File: src/rtl/spi_reg_bridge_if.sv
// Byte-stream and register-bank signals between SPI_SLAVE-side logic and spi_reg_bridge.
interface spi_reg_bridge_if #(
   parameter int unsigned REG_COUNT = 8
) ();
   logic                   cs_n;
   logic [7:0]             rx_data;
   logic                   rx_vld;
   logic [7:0]             tx_data;
   logic                   tx_vld;
   logic                   tx_ready;
   logic [REG_COUNT*8-1:0] reg_out;
   logic                   err;
   logic                   frame_done;

   modport slave (
      input  cs_n, rx_data, rx_vld, tx_ready,
      output tx_data, tx_vld, reg_out, err, frame_done
   );

   modport master (
      output cs_n, rx_data, rx_vld, tx_ready,
      input  tx_data, tx_vld, reg_out, err, frame_done
   );
endinterface

File: src/rtl/spi_reg_bridge.sv
// Decodes CS-framed command/address/data bytes from SPI_SLAVE into a register bank
// with auto-increment burst read and write.
module spi_reg_bridge #(
   parameter int unsigned REG_COUNT = 8,
   parameter logic [7:0]  RESET_VAL = 8'hFF,
   parameter logic [7:0]  IDLE_BYTE = 8'h00
) (
   input logic             i_clk,
   input logic             i_rst,
   spi_reg_bridge_if.slave bus
);
   localparam int unsigned AW = (REG_COUNT > 1) ? $clog2(REG_COUNT) : 1;

   localparam logic [2:0] ST_IDLE    = 3'd0;
   localparam logic [2:0] ST_CMD     = 3'd1;
   localparam logic [2:0] ST_WRITE   = 3'd2;
   localparam logic [2:0] ST_READ    = 3'd3;
   localparam logic [2:0] ST_DISCARD = 3'd4;

   logic                   r_cs_meta;
   logic                   r_cs_s;
   logic                   r_cs_d;
   logic [2:0]             r_fill;
   logic [2:0]             r_state;
   logic [AW-1:0]          r_addr;
   logic [7:0]             r_regs [REG_COUNT];
   logic [7:0]             r_tx_data;
   logic                   r_tx_vld;
   logic                   r_err;
   logic                   r_frame_done;

   logic                   w_cs_fall;
   logic                   w_cmd_bad;
   logic [AW-1:0]          w_addr_next;
   logic [REG_COUNT*8-1:0] w_reg_out;

   // r_fill marks when r_cs_d holds a real pin sample; without it the reset value 1
   // would fake a falling edge when CS_N is still low after RST, starting a stale frame.
   always_ff @(posedge i_clk or posedge i_rst) begin
      if (i_rst) begin
         r_cs_meta <= 1'b1;
         r_cs_s    <= 1'b1;
         r_cs_d    <= 1'b1;
         r_fill    <= '0;
      end else begin
         r_cs_meta <= bus.cs_n;
         r_cs_s    <= r_cs_meta;
         r_cs_d    <= r_cs_s;
         r_fill    <= {r_fill[1:0], 1'b1};
      end
   end

   assign w_cs_fall   = r_fill[2] & r_cs_d & ~r_cs_s;
   assign w_cmd_bad   = {1'b0, bus.rx_data[6:0]} >= 8'(REG_COUNT);
   assign w_addr_next = (r_addr == AW'(REG_COUNT - 1)) ? '0 : r_addr + AW'(1);

   always_ff @(posedge i_clk or posedge i_rst) begin
      if (i_rst) begin
         r_state      <= ST_IDLE;
         r_addr       <= '0;
         r_tx_data    <= IDLE_BYTE;
         r_tx_vld     <= 1'b0;
         r_err        <= 1'b0;
         r_frame_done <= 1'b0;
         for (int unsigned i = 0; i < REG_COUNT; i++) r_regs[i] <= RESET_VAL;
      end else begin
         r_err        <= 1'b0;
         r_frame_done <= 1'b0;
         if (r_state == ST_IDLE) begin
            r_tx_data <= IDLE_BYTE;
            r_tx_vld  <= 1'b1;
            if (w_cs_fall) r_state <= ST_CMD;
         end else if (r_cs_s) begin
            // Frame end wins over a coincident RX strobe.
            r_state      <= ST_IDLE;
            r_tx_data    <= IDLE_BYTE;
            r_tx_vld     <= 1'b1;
            r_frame_done <= (r_state != ST_CMD);
         end else begin
            case (r_state)
               ST_CMD: begin
                  r_tx_data <= IDLE_BYTE;
                  r_tx_vld  <= 1'b1;
                  if (bus.rx_vld) begin
                     if (w_cmd_bad) begin
                        r_err   <= 1'b1;
                        r_state <= ST_DISCARD;
                     end else begin
                        r_addr <= bus.rx_data[AW-1:0];
                        if (bus.rx_data[7]) begin
                           r_state   <= ST_READ;
                           r_tx_data <= r_regs[bus.rx_data[AW-1:0]];
                        end else begin
                           r_state <= ST_WRITE;
                        end
                     end
                  end
               end
               ST_WRITE: begin
                  r_tx_data <= IDLE_BYTE;
                  r_tx_vld  <= 1'b1;
                  if (bus.rx_vld) begin
                     r_regs[r_addr] <= bus.rx_data;
                     r_addr         <= w_addr_next;
                  end
               end
               ST_READ: begin
                  if (r_tx_vld && bus.tx_ready) begin
                     r_tx_vld <= 1'b0;
                     r_addr   <= w_addr_next;
                  end else if (!r_tx_vld) begin
                     r_tx_data <= r_regs[r_addr];
                     r_tx_vld  <= 1'b1;
                  end
               end
               ST_DISCARD: begin
                  r_tx_data <= IDLE_BYTE;
                  r_tx_vld  <= 1'b1;
               end
               default: r_state <= ST_IDLE;
            endcase
         end
      end
   end

   always_comb begin
      w_reg_out = '0;
      for (int unsigned i = 0; i < REG_COUNT; i++) w_reg_out[8*i +: 8] = r_regs[i];
   end

   assign bus.reg_out    = w_reg_out;
   assign bus.tx_data    = r_tx_data;
   assign bus.tx_vld     = r_tx_vld;
   assign bus.err        = r_err;
   assign bus.frame_done = r_frame_done;
endmodule

File: src/flat_wrapper.sv
// flat-port wrapper written by rule: the top's interface ports become plain ports
module spi_reg_bridge_flat 
#(
   parameter int unsigned REG_COUNT = 8,
   parameter logic [7:0]  RESET_VAL = 8'hFF,
   parameter logic [7:0]  IDLE_BYTE = 8'h00
)
  (i_clk, i_rst, bus_cs_n, bus_rx_data, bus_rx_vld, bus_tx_ready, bus_tx_data, bus_tx_vld, bus_reg_out, bus_err, bus_frame_done);
  spi_reg_bridge_if #(.REG_COUNT(REG_COUNT)) bus_i ();
  input logic i_clk;
  input logic i_rst;
  input wire logic [$bits(bus_i.cs_n)-1:0] bus_cs_n;
  input wire logic [$bits(bus_i.rx_data)-1:0] bus_rx_data;
  input wire logic [$bits(bus_i.rx_vld)-1:0] bus_rx_vld;
  input wire logic [$bits(bus_i.tx_ready)-1:0] bus_tx_ready;
  output wire logic [$bits(bus_i.tx_data)-1:0] bus_tx_data;
  output wire logic [$bits(bus_i.tx_vld)-1:0] bus_tx_vld;
  output wire logic [$bits(bus_i.reg_out)-1:0] bus_reg_out;
  output wire logic [$bits(bus_i.err)-1:0] bus_err;
  output wire logic [$bits(bus_i.frame_done)-1:0] bus_frame_done;
  assign bus_i.cs_n = bus_cs_n;
  assign bus_i.rx_data = bus_rx_data;
  assign bus_i.rx_vld = bus_rx_vld;
  assign bus_i.tx_ready = bus_tx_ready;
  assign bus_tx_data = bus_i.tx_data;
  assign bus_tx_vld = bus_i.tx_vld;
  assign bus_reg_out = bus_i.reg_out;
  assign bus_err = bus_i.err;
  assign bus_frame_done = bus_i.frame_done;
  spi_reg_bridge #(.REG_COUNT(REG_COUNT), .RESET_VAL(RESET_VAL), .IDLE_BYTE(IDLE_BYTE)) u_core (.i_clk(i_clk), .i_rst(i_rst), .bus(bus_i));
endmodule
File: config.mk
export PLATFORM = sky130hd
export DESIGN_NAME = spi_reg_bridge_flat
export DESIGN_NICKNAME = d
export VERILOG_FILES = /design/src/rtl/spi_reg_bridge_if.sv /design/src/rtl/spi_reg_bridge.sv /design/src/flat_wrapper.sv
export SDC_FILE = /design/constraint.sdc
export NUM_CORES = 1
export LEC_CHECK = 0
export ABC_AREA = 1
export BUFFER_PORTS_ARGS = -buffer_cell sky130_fd_sc_hd__buf_2
export CORE_MARGIN = 4
export CORE_UTILIZATION = 51
export CTS_CLUSTER_SIZE = 30
export DETAILED_ROUTE_END_ITERATION = 8
export PLACE_DENSITY = 0.84
export RECOVER_POWER = 25
export SYNTH_ARGS = -nofsm -noshare
export SYNTH_HDL_FRONTEND = slang
export SYNTH_SLANG_ARGS = --single-unit
File: constraint.sdc
create_clock -name i_clk -period 2.8 [get_ports i_clk]
set_input_delay 0.56 -clock i_clk [delete_from_list [all_inputs] [get_ports i_clk]]
set_output_delay 0.56 -clock i_clk [all_outputs]
set_load 0.01 [all_outputs]
==> Yosys cells after proc, flatten, opt, wreduce, memory -nomap -nowiden <==
Index checks and enable logic that the tools add are counted.
{ "totals": {"output_inout_bits": 75, "input_bits": 13, "elab_cells": 98, "ff_bits": 87} }
{ "classes": {"n_eq_ne": 15, "n_addsub": 1, "n_bitwise": 6, "mux": 41, "n_reduce_logical": 13, "n_lt_le_gt_ge": 4} }
{ "ops": {"columns": ["op", "n"], "rows": [
  ["2-to-1 mux 8 bit", 12],
  ["bitwise mux 64 bit", 1],
  ["binary-select mux 8 bit (select 3 bit)", 2],
  ["2-to-1 mux 3 bit", 10],
  ["demux 8 bit (select 3 bit)", 1],
  ["case mux 8 bit (3 select lines)", 1],
  ["2-to-1 mux 1 bit", 11],
  ["case mux 3 bit (3 select lines)", 1],
  ["greater-or-equal comparator 4 bit (second input constant)", 2],
  ["inequality test 4 x 2 -> 1 bit (second input constant)", 2],
  ["NOT 3 -> 4 bit", 2],
  ["greater-or-equal comparator 7 x 4 -> 1 bit (second input constant)", 1],
  ["AND reduction 7 bit", 1],
  ["equality test 3 x 2 -> 1 bit (second input constant)", 2],
  ["equality test 3 bit (second input constant)", 2],
  ["inequality test 2 bit (second input constant)", 3],
  ["inequality test 3 x 1 -> 1 bit (second input constant)", 2],
  ["case mux 3 bit (2 select lines)", 1],
  ["AND reduction 3 bit", 2],
  ["OR reduction 3 bit", 2],
  ["nonzero test 5 bit", 1],
  ["less-than comparator 4 x 1 -> 1 bit (second input constant)", 1],
  ["inequality test 2 x 1 -> 1 bit (second input constant)", 2],
  ["inequality test 4 x 3 -> 1 bit (second input constant)", 1],
  ["other kinds (11)", 14]
]} }

==> Depth between registers and ports, before layout <==
Gate-level depths: netlist of run 1.
{ "logic_depth": {"word_depth": 10, "depth_mapped": 10, "ltp_nobuf": 9} }

==> Worst setup path before layout of run 1 <==
Ideal clock, no wire load.
{ "synth_path": {"path_type": "input-to-reg", "startpoint": "in bus_rx_data[1]", "endpoint": "reg u_core.r_tx_data[1], in the netlist u_core.bus.tx_data[1]", "n_path_buf": 2, "stages": 9, "required_ps": 2735, "arrival_ps": 1553, "slack_ps": 1182, "setup_time_ps": 65, "cell_sequence": "clkbuf_1 inv_1 clkbuf_1 nand3_1 nand3_1 nand3_1 nand2_1 nand3_1 nand2_1"} }
{ "synth_via": {"elab_chain_cells": 10, "word_cells_on_any_way": 11, "cone_classes": "1 x order compare; 9 x mux; 1 x bitwise"} }
{ "synth_rtl": {"columns": ["item", "line", "source"], "rows": [
  ["start, declared", "flat_wrapper.sv:13", "input wire logic [$bits(bus_i.rx_data)-1:0] bus_rx_data;"],
  ["NOT 3 -> 4 bit (not written as such)", "spi_reg_bridge.sv:92", "r_tx_data <= r_regs[bus.rx_data[AW-1:0]];"],
  ["binary-select mux 8 bit (select 3 bit)", "spi_reg_bridge.sv:92", null],
  ["2-to-1 mux 8 bit (not written as such) (2 in series)", "spi_reg_bridge.sv:92", null],
  ["2-to-1 mux 8 bit", "spi_reg_bridge.sv:90", "if (bus.rx_data[7]) begin"],
  ["2-to-1 mux 8 bit (*)", "spi_reg_bridge.sv:85", "if (w_cmd_bad) begin"],
  ["2-to-1 mux 8 bit (*)", "spi_reg_bridge.sv:84", "if (bus.rx_vld) begin"],
  ["case mux 8 bit (3 select lines) (*)", "spi_reg_bridge.sv:80", "case (r_state)"],
  ["2-to-1 mux 8 bit (*)", "spi_reg_bridge.sv:73", "end else if (r_cs_s) begin"],
  ["2-to-1 mux 8 bit (*)", "spi_reg_bridge.sv:69", "if (r_state == ST_IDLE) begin"],
  ["end signal, assigned", "spi_reg_bridge.sv:92", null],
  ["end signal, assigned", "spi_reg_bridge.sv:112", "r_tx_data <= r_regs[r_addr];"],
  ["end, declared", "spi_reg_bridge.sv:27", "logic [7:0] r_tx_data;"]
]} }
Every way passes the cells marked *; elsewhere a longest branch is shown, timed or not. The select of a mux whose other input is x is not followed.
A chain may end at the register's enable or synchronous reset.

==> Final worst setup path of run 1 <==
{ "layout_path": {"startpoint": "reg u_core.r_state[2]", "endpoint": "reg u_core.r_state[1]"} }
{ "layout_via": {"elab_chain_cells": 5, "word_cells_on_any_way": 13, "cone_classes": "7 x eq/ne; 3 x mux; 3 x reduce/logical"} }
{ "layout_rtl": {"columns": ["item", "line", "source"], "rows": [
  ["start, declared", "spi_reg_bridge.sv:24", "logic [2:0] r_state;"],
  ["start signal, assigned", "spi_reg_bridge.sv:59", "r_state <= ST_IDLE;"],
  ["start signal, assigned", "spi_reg_bridge.sv:72", "if (w_cs_fall) r_state <= ST_CMD;"],
  ["start signal, assigned", "spi_reg_bridge.sv:75", "r_state <= ST_IDLE;"],
  ["equality test 3 bit / equality test 3 x 2 -> 1 bit (equally long branches)", "spi_reg_bridge.sv:80", null],
  ["OR reduction 3 bit (no source line)", null, null],
  ["case mux 3 bit (2 select lines)", "spi_reg_bridge.sv:80", null],
  ["2-to-1 mux 3 bit", "spi_reg_bridge.sv:73", null],
  ["2-to-1 mux 3 bit", "spi_reg_bridge.sv:69", null]
]} }
Parallel ways exist; a longest one is shown, timed or not.

==> results of run 1 <==
-- worst max-delay path, cell delays in order (launching register included) --
cell      delay (ps)
dfrtp_1          450
nor2_4           230
inv_1            110
nand2_2          200
clkinv_1         340
nand2_1          170
a22oi_1          130
nand2_1           90
o21ai_0           70
-- power breakdown --
part / switching, mW / total, mW / internal (mW)
Sequential: 0.0914 / 1.45 / 1.36
Combinational: 0.919 / 1.28 / 0.363
Clock: 0.466 / 0.968 / 0.502
Total: 1.48 / 3.70 / 2.23
-- cells by family (layout without fill, tap and decap cells) --
logic type,after synthesis,count (layout),share of synthesized area
buffers and inverters,115,201,0.0990
adder cells (fa/ha/maj),2,2,0.00495
AO/OA/AOI/OAI,84,84,0.0990
AND/OR/NAND/NOR,396,396,0.349
other,1,1,0.000742
flip-flops,87,87,0.447
-- sequential cells by signal, indices dropped and copies added (netlist names), 3 cells and up --
signal and count:
u_core.bus.reg_out 64, u_core.bus.tx_data 8, u_core.r_addr 3, u_core.r_fill 3, u_core.r_state 3
-- placed cells by master (no fill, tap or decap), drive strengths merged --
cell	count
nand2	271
nand3	102
buf	100
inv	85
o21ai	81
dfstp	67
dfrtp	20
nor2	19
clkbuf	10
nor3	3
clkinv	2
ha	2
bufinv	2
clkinvlp	2
nand4	1
a22oi	1
o21bai	1
a41oi	1
conb	1
-- cell usage after synthesis --
library cell / n
a22oi_1: 1
a41oi_1: 1
buf_1: 1
buf_2: 7
buf_6: 8
clkbuf_1: 13
clkinv_1: 2
conb_1: 1
dfrtp_1: 20
dfstp_2: 67
ha_1: 2
inv_1: 82
inv_2: 2
nand2_1: 260
nand2_2: 2
nand2_4: 9
nand3_1: 101
nand3_4: 1
nand4_1: 1
nor2_1: 10
nor2_2: 5
nor2_4: 2
nor2_8: 2
nor3_1: 3
o21ai_0: 9
o21ai_1: 53
o21ai_2: 19
o21bai_1: 1
-- routing by layer --
layer	up-vias	share of wire	global-route usage
li1	2324	-	-
met3	33	0.086	0.0660
met4	0	0.029	0.0866
met1	2269	0.43	0.388
met5	-	0	0
met2	248	0.45	0.413
-- path summary, 6_finish.rpt --
| check | start | endpoint | slack (ps) | cells after the start |
|---|---|---|---|---|
| max | u_core.r_state[2] | u_core.r_state[1] | 890 | 8 |
| min | bus_cs_n | u_core.r_cs_meta | 310 | 1 |
| max reg2reg | u_core.r_state[2] | u_core.r_state[1] | 890 | 8 |
| min reg2reg | u_core.r_fill[0] | u_core.r_fill[1] | 350 | 0 |
| max in group asynchronous | i_rst | u_core.bus.reg_out[31] | 2070 | 3 |
| min in group asynchronous | i_rst | u_core.r_addr[0] | 350 | 3 |
-- area by class of cell --
cell class / instances / area [um^2] / area share
inverters: 86 / 324 / 0.0559
repair buffers: 100 / 546 / 0.0940
well taps: 133 / 166 / 0.0287
clock buffers: 10 / 128 / 0.0220
clock inverters: 5 / 82.6 / 0.0142
flip-flops and latches: 87 / 2260 / 0.390
multi-input cells: 483 / 2290 / 0.396
-- metrics by stage --
| step | cells | setup slack, ps | cell area [um^2] | total power, mW |
|---|---|---|---|---|
| after floorplan | 685 | 101 | 5060 | 2.37 |
| after global placement | 889 | 713 | 5590 | 2.72 |
| after detailed placement | 889 | 759 | 5590 | 2.73 |
| final | 904 | 892 | 5800 | 3.70 |
| after CTS | 904 | 889 | 5800 | 3.70 |
| after global routing | 904 | 720 | 5800 | 3.95 |
==> results.yml, run 1 <==
clock_network:
  clk_pin_slew_ps: 80
  clock_sinks: 87
  clkLatencyLatePin_ps: 360
  tritoncts: "built"
  clock_path_buffers: 2
  postCtsHoldBufs: 0
  cts_buffers: 9
  htree_levels: 3
  cts_resized: 0
  root_buffer: "clkbuf_8"
  cts_setup_buffers: 0
floorplan:
  io_pins: 88
  start_util: 0.520
  core_mm2: 0.00973
  rows: 36
  die_w_um: 108
  fp.dieH_um: 108
  fp.dieArea_mm2: 0.0116
global_route:
  grt_pass1_vias: 4673
  gr-total-overflow: 0
  grt_usage: 0.274
  grt_first_pass_wirelength_mm: 24.5
  grt_max_degree: 88
  antenna_found_initial: 0
finish:
  drive_gt1_frac: 0.289
  final_net_count: 782
  final_util: 0.596
  areaGrowthSynthToFinish_pct: 14.7
  diodes: 0
  num-fill-cells: 962
pwr:
  p_per_area_mw_per_mm2: 639
  vdd_drop_max_v: 0.000281
  leakagePower_nw: 3.00
timing:
  fin_crit_sh: 0.681
  min_period_ps: 1910
  fmax_mhz: 524
  rsz0062_at_grt: "false"
  holdWs_ps: 306
  tightest_slew_ps: 675
  finalMaxSlewViolations: 0
  max-slew-margin-rel: 0.550
  hold_viol: 0
  fin_tns_setup_ps: 0
  skew_ps: 9.86
  setup_viol: 0
worst_setup_path:
  worstPathRequired_ps: 3030
  crit_fanout: 9
  cp-start-kind: "flop"
  endpoint_kind: "flop"
  arrival_ps: 2140
  crit_type: "reg2reg"
yosys:
  synth_cell_types: 28
  synth_area_leader_cell: "dfstp_2"
  synth_top_area_share: 0.348
  yosys_register_bits: 87
  yosysWarnings: 0
  synth_area_leaders: "dfstp_2 35%, nand2_1 19%, nand3_1 10%, dfrtp_1 9.9%, inv_1 6.1%"
  synth-seq-area-share: 0.447
  avgSynthCellArea_um2: 7.38
  syn_area_mm2: 0.00506
  synth_nets: 700
  synth_cells: 685
route:
  drt_wl_total_mm: 15.1
  dr.pass1.iters: 6
  vias_per_cell: 5.39
  drc: 0
  dr.first_iter.drc_count: 459
  wl_per_cell_um: 16.7
  antenna_left: 0
  via_count: 4874
placed_design:
  port_buffers: 87
  dpl.hpwl_mm: 10.7
  place.gp.congestion: 1.02
flow_run:
  drv_cap: 0
min_path:
  hp-class: "in2reg"
run_status:
  status: "complete, no violations"
Note: power is estimated with default switching activity, not from simulation.
==> run 2, diff against run 1 <==
CORE_UTILIZATION = 57   (was 51)
PLACE_DENSITY = 0.88   (was 0.84)
clock period = 2 ns   (was 2.8 ns; I/O delays follow)
==> results.yml, run 2 (synthesized netlist as in run 1, its figures left out) <==
placed_design:
  dpl.hpwl_mm: 11.1
  port_buffers: 87
  placed_area_mm2: 0.00561
  place_inst: 867
  preCtsSetupSlack_ps: 57.1
  place.gp.congestion: 0.978
floorplan:
  core_mm2: 0.00868
  io_pins: 88
  fp.dieH_um: 102
  rows: 34
  fp.dieArea_mm2: 0.0104
  die_w_um: 102
  start_util: 0.583
timing:
  min_period_ps: 1890
  setup_viol: 0
  fin_tns_setup_ps: 0
  tightest_slew_ps: 1190
  fmax_mhz: 530
  max-slew-margin-rel: 0.204
  finalMaxSlewViolations: 0
  setup_ws_ps: 113
  fin_crit_sh: 0.943
  skew_ps: 11.6
  rsz0062_at_grt: "false"
  hold_viol: 0
min_path:
  holdPathStages: 1
  hp-class: "in2reg"
worst_setup_path:
  endpoint: "u_core.bus.tx_data[6]"
  regToRegStartpoint: "u_core.r_state[2]"
  crit_type: "reg2reg"
  startpoint: "u_core.r_state[2]"
  r2r_cells: 8
  timing.rr.end: "u_core.bus.tx_data[6]"
  worstPathRequired_ps: 2250
  arrival_ps: 2130
  endpoint_kind: "flop"
  cp-start-kind: "flop"
  r2r_setup_slack_ps: 110
  crit_fanout: 10
finish:
  drive_gt1_frac: 0.298
  stdcell_count: 887
  layout_common_cells: "260 x nand2_1, 101 x nand3_1, 86 x buf_2"
  largest_reg_flops: 64
  diodes: 0
  layout_commonest_cell: "nand2_1"
  areaGrowthSynthToFinish_pct: 16.0
  fin_area_mm2: 0.00586
  num-fill-cells: 772
  final_net_count: 789
clock_network:
  clkLatencyLatePin_ps: 360
  root_buffer: "clkbuf_8"
  clk_pin_slew_ps: 100
  tritoncts: "built"
  htree_levels: 3
  clock_path_buffers: 2
  clock_sinks: 87
  cts_buffers: 9
route:
  drt_wl_total_mm: 15.6
  vias_per_cell: 5.75
  drc: 0
  dr.first_iter.drc_count: 603
  dr.pass1.iters: 6
  wl_per_cell_um: 17.6
  via_count: 5099
  antenna_left: 0
pwr:
  p_per_area_mw_per_mm2: 910
  power.switching_mw: 2.12
  leakagePower_nw: 3.04
  p_seq_frac: 0.386
  pwr-share-comb: 0.354
  vdd_drop_max_v: 0.000533
  p_int_mw: 3.22
  switching_share: 0.397
  p_clk_frac: 0.260
run_status:
  status: "complete, no violations"
global_route:
  gr-total-overflow: 0
  grt_max_degree: 88
  antenna_found_initial: 0
  grt_pass1_vias: 4714
  grt_usage: 0.308
  grt_first_pass_wirelength_mm: 24.9
flow_run:
  drv_cap: 0
==> run 2: cell types whose count changed in the layout (fill, tap and decap cells not counted), sizes merged <==
cell | before | now
buf | 100 | 105
clkbuf | 10 | 15
bufinv | 2 | 1
inv | 85 | 84
==> run 2: per-stage QoR <==
step / power, mW / hold slack [ps] / util
final: 5.34 / 138 / 0.676
after floorplan: 3.32 / 331 / -
after global routing: 5.65 / 117 / 0.676
after CTS: 5.24 / 134 / 0.673
after detailed placement: 3.86 / 341 / 0.646
after global placement: 3.81 / 334 / 0.646
==> run 2: worst min path at each step <==
stage / endpoint / startpoint / slack [ps]
6_report: u_core.r_cs_meta / bus_cs_n / 140
5_1_grt: u_core.r_cs_meta / bus_cs_n / 120
4_1_cts: u_core.r_cs_meta / bus_cs_n / 130
3_5_place_dp: u_core.r_fill[1] / u_core.r_fill[0] / 340
3_3_place_gp: u_core.r_fill[2] / u_core.r_fill[1] / 330
2_1_floorplan: u_core.r_fill[1] / u_core.r_fill[0] / 330
==> run 2: timing repair <==
item | 4_1_cts | 5_1_grt
buffers inserted | 0 | 4
setup endpoints to repair | 0 | 11
hold buffers | 0 | 0
resized for setup | 0 | 2
==> run 2: final cells by class <==
cell class	instances	area, um^2	share of cell area
timing repair buffer	107	609	0.104
multi-input combinational	483	2300	0.392
clock buffer	13	180	0.0307
clock inverter	3	47.5	0.00811
sequential	87	2260	0.386
tap	108	135	0.0230
inverter	86	330	0.0563
==> run 2: power by group through the flow <==
stage               clock network (mW)  logic (mW)  registers, mW
floorplan                            0        1.27           2.06
global placement                     0        1.73           2.08
detailed placement                   0        1.78           2.08
CTS                               1.40        1.79           2.06
global route                      1.48        2.09           2.07
finish                            1.39        1.89           2.06
==> run 2: layer usage <==
| layer | up-vias | routed length [um] | track usage |
|---|---|---|---|
| met5 | - | 0 | 0 |
| met2 | 307 | 7290 | 0.482 |
| met4 | 0 | 486 | 0.0928 |
| met3 | 49 | 1500 | 0.0594 |
| li1 | 2347 | - | - |
| met1 | 2396 | 6330 | 0.435 |
==> run 2: critical path: stages (launching register included) <==
cell	delay, ps
dfrtp_1	470
nor2_4	260
inv_1	150
nor2_4	260
nand3_1	130
nand2_2	210
nor2_2	140
nand3_1	110
nand2_1	50
